`config.mk`:
```
export PLATFORM = sky130hd
export DESIGN_NAME = alu_muldiv_seq
export DESIGN_NICKNAME = d
export VERILOG_FILES = /design/src/rtl/alu_muldiv_seq.sv
export SDC_FILE = /design/constraint.sdc
export NUM_CORES = 2
export LEC_CHECK = 0
export CAP_MARGIN = 10
export CELL_PAD_IN_SITES_DETAIL_PLACEMENT = 0
export CELL_PAD_IN_SITES_GLOBAL_PLACEMENT = 1
export CORE_MARGIN = 2
export CORE_UTILIZATION = 42
export DETAILED_ROUTE_END_ITERATION = 10
export GPL_TIMING_DRIVEN = 1
export PLACE_DENSITY = 0.78
export REMOVE_ABC_BUFFERS = 1
export SYNTH_ARGS = -nofsm -noshare
export SYNTH_HDL_FRONTEND = slang
export SYNTH_SLANG_ARGS = --single-unit
```
`constraint.sdc`:
```
create_clock -name iCLK -period 12.4 [get_ports iCLK]
set_clock_uncertainty 0.2 [all_clocks]
set_input_delay 1.24 -clock iCLK [delete_from_list [all_inputs] [get_ports iCLK]]
set_output_delay 1.24 -clock iCLK [all_outputs]
set_load 0.01 [all_outputs]
```
`src/rtl/alu_muldiv_seq.sv`:
```
// alu_muldiv_seq: iterative radix-2 multiply/divide unit with start/busy/done handshake
module alu_muldiv_seq #(
    parameter int WIDTH = 64
) (
    input  logic             iCLK,
    input  logic             iRST,
    input  logic             iStart,
    input  logic [4:0]       iALUControl,
    input  logic [WIDTH-1:0] iA,
    input  logic [WIDTH-1:0] iB,
    output logic             oBusy,
    output logic             oDone,
    output logic [WIDTH-1:0] oResult
);
    localparam logic [4:0] OPMUL = 5'd16, OPMULH = 5'd17, OPMULHU = 5'd18, OPMULHSU = 5'd19;
    localparam logic [4:0] OPDIV = 5'd20, OPDIVU = 5'd21, OPREM = 5'd22, OPREMU = 5'd23;
    localparam int CW = $clog2(WIDTH);

    typedef enum logic [1:0] {IDLE, CALC, FIX, DONE} stateT;

    stateT              state, nextState;
    logic [4:0]         op;
    logic [WIDTH-1:0]   opnd;
    logic [2*WIDTH:0]   acc;
    logic [CW-1:0]      count;
    logic               negRes, doneQ, accept;
    logic               isMul, isDiv, aNeg, bNeg, divZero, overflow, fast, opMul, opRem, ge;
    logic [WIDTH-1:0]   aMag, bMag, fastRes, fixRes;
    logic [WIDTH:0]     mulSum, divShift, divDiff;
    logic [2*WIDTH-1:0] prodS;

    // oDone is registered one cycle behind the DONE state so busy covers the pulse
    assign oBusy = (state != IDLE) || doneQ;
    assign oDone = doneQ;

    // Decode the incoming request: magnitudes, result sign and fast-path result
    always_comb begin
        isMul    = iALUControl inside {OPMUL, OPMULH, OPMULHU, OPMULHSU};
        isDiv    = iALUControl inside {OPDIV, OPDIVU, OPREM, OPREMU};
        aNeg     = iA[WIDTH-1] && (iALUControl inside {OPMULH, OPMULHSU, OPDIV, OPREM});
        bNeg     = iB[WIDTH-1] && (iALUControl inside {OPMULH, OPDIV, OPREM});
        aMag     = aNeg ? -iA : iA;
        bMag     = bNeg ? -iB : iB;
        divZero  = isDiv && (iB == '0);
        overflow = (iALUControl inside {OPDIV, OPREM}) && (iA == {1'b1, {(WIDTH-1){1'b0}}}) && (&iB);
        fast     = (!isMul && !isDiv) || divZero || overflow;
        fastRes  = divZero ? ((iALUControl inside {OPREM, OPREMU}) ? iA : '1)
                 : (overflow && iALUControl == OPDIV) ? iA : '0;
        accept   = iStart && !oBusy;
    end

    // One radix-2 step for the latched operation, plus sign fix-up and result selection
    always_comb begin
        opMul    = op inside {OPMUL, OPMULH, OPMULHU, OPMULHSU};
        opRem    = op inside {OPREM, OPREMU};
        mulSum   = acc[2*WIDTH:WIDTH] + {1'b0, (acc[0] ? opnd : {WIDTH{1'b0}})};
        divShift = {acc[2*WIDTH-1:WIDTH], acc[WIDTH-1]};
        divDiff  = divShift - {1'b0, opnd};
        ge       = !divDiff[WIDTH];
        prodS    = negRes ? -acc[2*WIDTH-1:0] : acc[2*WIDTH-1:0];
        fixRes   = (op == OPMUL) ? prodS[WIDTH-1:0]
                 : opMul ? prodS[2*WIDTH-1:WIDTH]
                 : opRem ? (negRes ? -acc[2*WIDTH-1:WIDTH] : acc[2*WIDTH-1:WIDTH])
                 : (negRes ? -acc[WIDTH-1:0] : acc[WIDTH-1:0]);
    end

    // State register
    always_ff @(posedge iCLK) begin
        if (iRST) state <= IDLE;
        else state <= nextState;
    end

    // Next-state logic: fast paths skip straight to DONE
    always_comb begin
        nextState = state;
        case (state)
            IDLE:    nextState = accept ? (fast ? DONE : CALC) : IDLE;
            CALC:    nextState = (count == '0) ? FIX : CALC;
            FIX:     nextState = DONE;
            default: nextState = IDLE;
        endcase
    end

    // Datapath: latch on accept, shift-add or restoring divide in CALC, write result in FIX
    always_ff @(posedge iCLK) begin
        if (iRST) begin
            doneQ   <= 1'b0;
            oResult <= '0;
        end else begin
            doneQ <= (state == DONE);
            if (accept) begin
                op     <= iALUControl;
                opnd   <= isMul ? aMag : bMag;
                acc    <= {{(WIDTH+1){1'b0}}, (isMul ? bMag : aMag)};
                count  <= CW'(WIDTH - 1);
                negRes <= aNeg ^ (bNeg && iALUControl != OPREM);
                if (fast) oResult <= fastRes;
            end else if (state == CALC) begin
                acc   <= opMul ? {1'b0, mulSum, acc[WIDTH-1:1]}
                               : {(ge ? divDiff : divShift), acc[WIDTH-2:0], ge};
                count <= count - 1'b1;
            end else if (state == FIX) begin
                oResult <= fixRes;
            end
        end
    end
endmodule

```
Yosys cells after proc, flatten, opt, wreduce, memory -nomap -nowiden
Cells that the tools add are included.
{"block": "totals", "register_bits": 272, "in_bits": 136, "output_inout_bits": 66}
{"block": "op_classes", "addsub": 8, "eq_ne": 21, "muxes": 27, "bitwise_logic": 2, "n_reduce_logical": 34}
{"op": "$mux 64", "count": 18}
{"op": "$mux 129", "count": 2}
{"op": "$neg 64->64", "count": 4}
{"op": "$mux 128", "count": 1}
{"op": "$neg 128->128", "count": 1}
{"op": "$eq 5x5->1 const B", "count": 14}
{"op": "$add 65x64->65", "count": 1}
{"op": "$mux 65", "count": 1}
{"op": "$sub 65x64->65", "count": 1}
{"op": "$eq 64x64->1 const B", "count": 1}
{"op": "$logic_not 64->1", "count": 1}
{"op": "$reduce_and 64->1", "count": 1}
{"op": "$reduce_bool 4->1", "count": 4}
{"op": "$reduce_bool 2->1", "count": 6}
{"op": "$logic_and 1x1->1", "count": 9}
{"op": "$logic_not 6->1", "count": 1}
{"op": "$mux 2", "count": 3}
{"op": "$mux 6", "count": 1}
{"op": "$pmux 2 s3", "count": 1}
{"op": "$sub 6x1->6 const B", "count": 1}
{"op": "$ne 5x5->1 const B", "count": 1}
{"op": "$eq 2x2->1 const B", "count": 2}
{"op": "$logic_not 1->1", "count": 4}
{"op": "$reduce_and 2->1", "count": 2}
{"op": "9 further kinds", "count": 11}

Depth between registers and ports, before layout
{"block": "depth", "ltp_word": 9, "mapped_depth": 15}

Least setup slack after synthesis
No wires, ideal clock.
{"block": "synth_path", "path_type": "input to register", "from": "input iStart", "to": "register acc[0], enable pin", "setup_ps": 674, "arrival_ps": 8537, "t_required_ps": 11526, "path_slack_ps": 2990, "stages": 6, "path_buffers": 4, "path_cell_list": "nand2_1 > clkbuf_1 > clkbuf_1 > clkbuf_1 > clkbuf_1 > a21oi_1"}
{"block": "synth_between", "elab_chain_cells": 3}
{"item": "start: declaration", "line_no": "7", "source": "input logic iStart,"}
{"item": "$logic_and 1x1->1", "line_no": "49", "source": "accept = iStart && !oBusy;"}
{"item": "$reduce_bool 2->1 (no line)"}
{"item": "$reduce_and 2->1 (no line)"}
{"item": "end signal: assignment", "line_no": "94", "source": "acc <= {{(WIDTH+1){1'b0}}, (isMul ? bMag : aMag)};"}
{"item": "end signal: assignment", "line_no": "99", "source": "acc <= opMul ? {1'b0, mulSum, acc[WIDTH-1:1]}"}
{"item": "end: declaration", "line_no": "24", "source": "logic [2*WIDTH:0] acc;"}
No other way between the ends.
A chain may end at the register's enable or synchronous reset.

Final worst setup path
{"block": "layout_path", "from": "register acc[90]", "to": "register acc[85] (data pin)"}
{"block": "layout_between", "elab_chain_cells": 4}
{"item": "$sub 65x64->65", "line_no": "58", "source": "divDiff = divShift - {1'b0, opnd};"}
{"item": "$mux 65", "line_no": "100", "source": ": {(ge ? divDiff : divShift), acc[WIDTH-2:0], ge};"}
{"item": "$mux 129", "line_no": "99"}
{"item": "$mux 129", "line_no": "98", "source": "end else if (state == CALC) begin"}
No other way between the ends. The select of a mux whose other input is x is not followed.

==> impl_metrics.tcl <==
set metrics [dict create \
    clk_pin_slew_ns 0.06 \
    synth.yosys.seq_area_share_pct 25.17 \
    die_w_um 270.3 \
    crit_type "flip-flop to flip-flop" \
    path_cells "ha_1 -> nand2_1 -> nor3_1 -> nand2_1 -> a2111oi_0 -> a21oi_1 -> buf_4 -> o41ai_2 -> xnor2_2 -> buf_4 -> nor2_1 -> a211oi_1 -> a211oi_1" \
    final_common_cell "nand2_1" \
    slew_viol_final 0 \
    die-area_um2 73070 \
    whs_ns 0.2597 \
    ys_ff_latch 272 \
    syn-cell-area_um2 29790 \
    diodes 0 \
    max_slew_margin_pct 28.39 \
    ys.flop_type "edfxtp_1" \
    finalCritPeriodShare_pct 46.22 \
    setup.worst_path.start_class "flip-flop" \
    antenna_left 0 \
    most-common-layout-cells "498 x nand2_1, 453 x nor2_1, 379 x a21oi_1" \
    cp.buffers_inverters 2 \
    critPathMaxStageDelay_ns 0.89 \
    critPathSlowestCell "o41ai_2" \
    required_ns 12.51 \
    yosysWarnings 0 \
    clockRootBuffer "clkbuf_16" \
    worstSkewPairLatency_ns 0.60 \
    drt-total-wl_mm 136.1 \
    num_io_pins 202 \
    cts_setup_buffers 0 \
    power.density_nw_per_um2 144.9 \
    critical_path.top_delay_family "compound AO/OA/AOI/OAI gates" \
    fillers 7247 \
    p_sw_uw 2214 \
    io_buffers 201 \
    dp.cells 4947 \
    cts_resized 0 \
    final_cells 5015 \
    finalSetupTns_ns 0 \
    ir_drop_mv 0.08844 \
    status "finished, final reports clean" \
    htreeDepth 2 \
    cp-end-kind "flip-flop" \
    dpl.hpwl_mm 104.8 \
    synth_edf_count 205 \
    arrival_ns 5.84 \
    ff_latch_area_um2 7497 \
    multi_input_area_um2 20910 \
    switching_share_pct 45.38 \
    die_h_um 270.3 \
    grt_pass1_wl_mm 200.6 \
    fin_crit_ns 5.731 \
    core_um2 70150 \
    p_leak_uw 0.01187 \
    antenna_found_initial 1 \
    drive_gt1_share_pct 4.687 \
    cts_tree "built" \
    final_area_um2 33660 \
    grt_overflow 0 \
    pwr-share-clk_pct 23.2 \
    routedWlPerCell_um 27.13 \
    cts.sinks 272 \
    drt-pass1-iter-count 6 \
    maxCapViolations 0 \
    grtUsageTotal_pct 35.90 \
    setup_violations 0 \
    drc 0 \
    internal_power_uw 2665 \
    grt_pass1_vias 30060 \
    utilization_pct 47.99 \
    worst_pin_slew_ns 1.064 \
    grt_max_degree 113 \
    p_comb_share_pct 47.4 \
    rows 97 \
    vias 32670 \
    cts_hold_buf 0 \
    place.gp.congestion 0.9771 \
    cts_inserted_buffers 37 \
    hp-class "flip-flop to flip-flop" \
    rsz0062_at_grt "no" \
    syn_area_per_cell_um2 7.414 \
    vias_per_cell 6.514 \
    dr.first_iter.drc_count 4869 \
    final_nets 4318 \
    placed_area_um2 32420 \
    syn2layout_area_growth_pct 13.00 \
    async_flop_share_pct 0 \
    synthCells 4018 \
    fmax_mhz 174.5 \
    ys_types 92 \
    p_seq_share_pct 29.4 \
    cts_buffer_depth 3 \
    hold_violations 0 \
    start_util_pct 42.46 \
    cp_max_fo 73 \
]
[cell families after synthesis]
group	Yosys count	synth area share [%]
AOI/OAI and AO/OA	1281	27.26
xor gates and xnor gates	340	10.02
adders and majority gates	136	5.763
buffers and inverters	381	4.965
DFF	272	25.17
muxes	84	2.839
and+or+nand+nor	1524	23.98
[state kept, by name (all words and copies together) (netlist names)]
register and flops:
oDone 1, op 5, count 6, acc 129
negRes 1, state 2, oResult 64, opnd 64
[final timing paths]
check	start	endpoint	slack, ns	cells past startpoint
hold reg to reg	oResult[12]	oResult[12]	0.26	2
setup reg to reg	acc[90]	acc[85]	6.67	13
hold / removal	oResult[12]	oResult[12]	0.26	2
setup / recovery	acc[90]	acc[85]	6.67	13
[routing by layer]
layer	share of wire [%]	track usage (%)	vias to the layer above
met5	0.0096	0	-
met4	4.1	13.45	2
met3	10	6.890	257
met2	43	53.86	1885
met1	43	50.85	15550
li1	-	-	14970
[metrics by stage]
step	total power, uW	worst slack (ns)
floorplan	2888	0.9385
global placement	3685	6.368
detailed placement	3683	6.305
CTS	4820	6.822
global route	5128	6.333
finish	4878	6.669
[final cells by class]
class,count,share of cell area (%)
sequential,272,22.27
tap,940,3.494
clock buffer,43,2.847
inverter,122,1.360
clock inverter,25,0.8512
multi-input combinational,3365,62.13
timing repair buffer,248,7.047
[synth_stat cells, types with 54 or more instances]
| cell type | number | area share (%) |
|---|---|---|
| nand3_1 | 69 | 1.2 |
| or3_1 | 54 | 1.1 |
| nor2_1 | 457 | 5.8 |
| mux2i_1 | 80 | 2.7 |
| dfxtp_1 | 67 | 4.5 |
| ha_1 | 134 | 5.6 |
| clkbuf_1 | 217 | 2.7 |
| o21ai_0 | 262 | 4.4 |
| nand2_1 | 500 | 6.3 |
| xnor2_1 | 163 | 4.8 |
| xor2_1 | 176 | 5.2 |
| o31ai_1 | 68 | 1.7 |
| nand4_1 | 77 | 1.6 |
| nor3_1 | 96 | 1.6 |
| a31oi_1 | 92 | 1.9 |
| a211oi_1 | 86 | 2.2 |
| a21oi_1 | 380 | 6.4 |
| edfxtp_1 | 205 | 21 |
| inv_1 | 120 | 1.5 |
[power groups by stage]
stage | Sequential (uW) | Clock (uW) | Combinational, uW
floorplan | 1350 | 0 | 1540
global placement | 1440 | 0 | 2250
detailed placement | 1430 | 0 | 2250
CTS | 1420 | 1140 | 2260
global route | 1440 | 1170 | 2510
finish | 1430 | 1130 | 2310
[worst reg2reg max path, delay by kind of cell, from the launching register on]
| family | cells | cell delay [ns] |
|---|---|---|
| xor+xnor | 1 | 0.29 |
| flops | 1 | 0.62 |
| fa+ha+maj | 1 | 0.52 |
| buf+inv | 2 | 0.91 |
| simple gates | 4 | 0.98 |
| compound gates | 5 | 1.94 |
(Power assumes the default switching activity.)
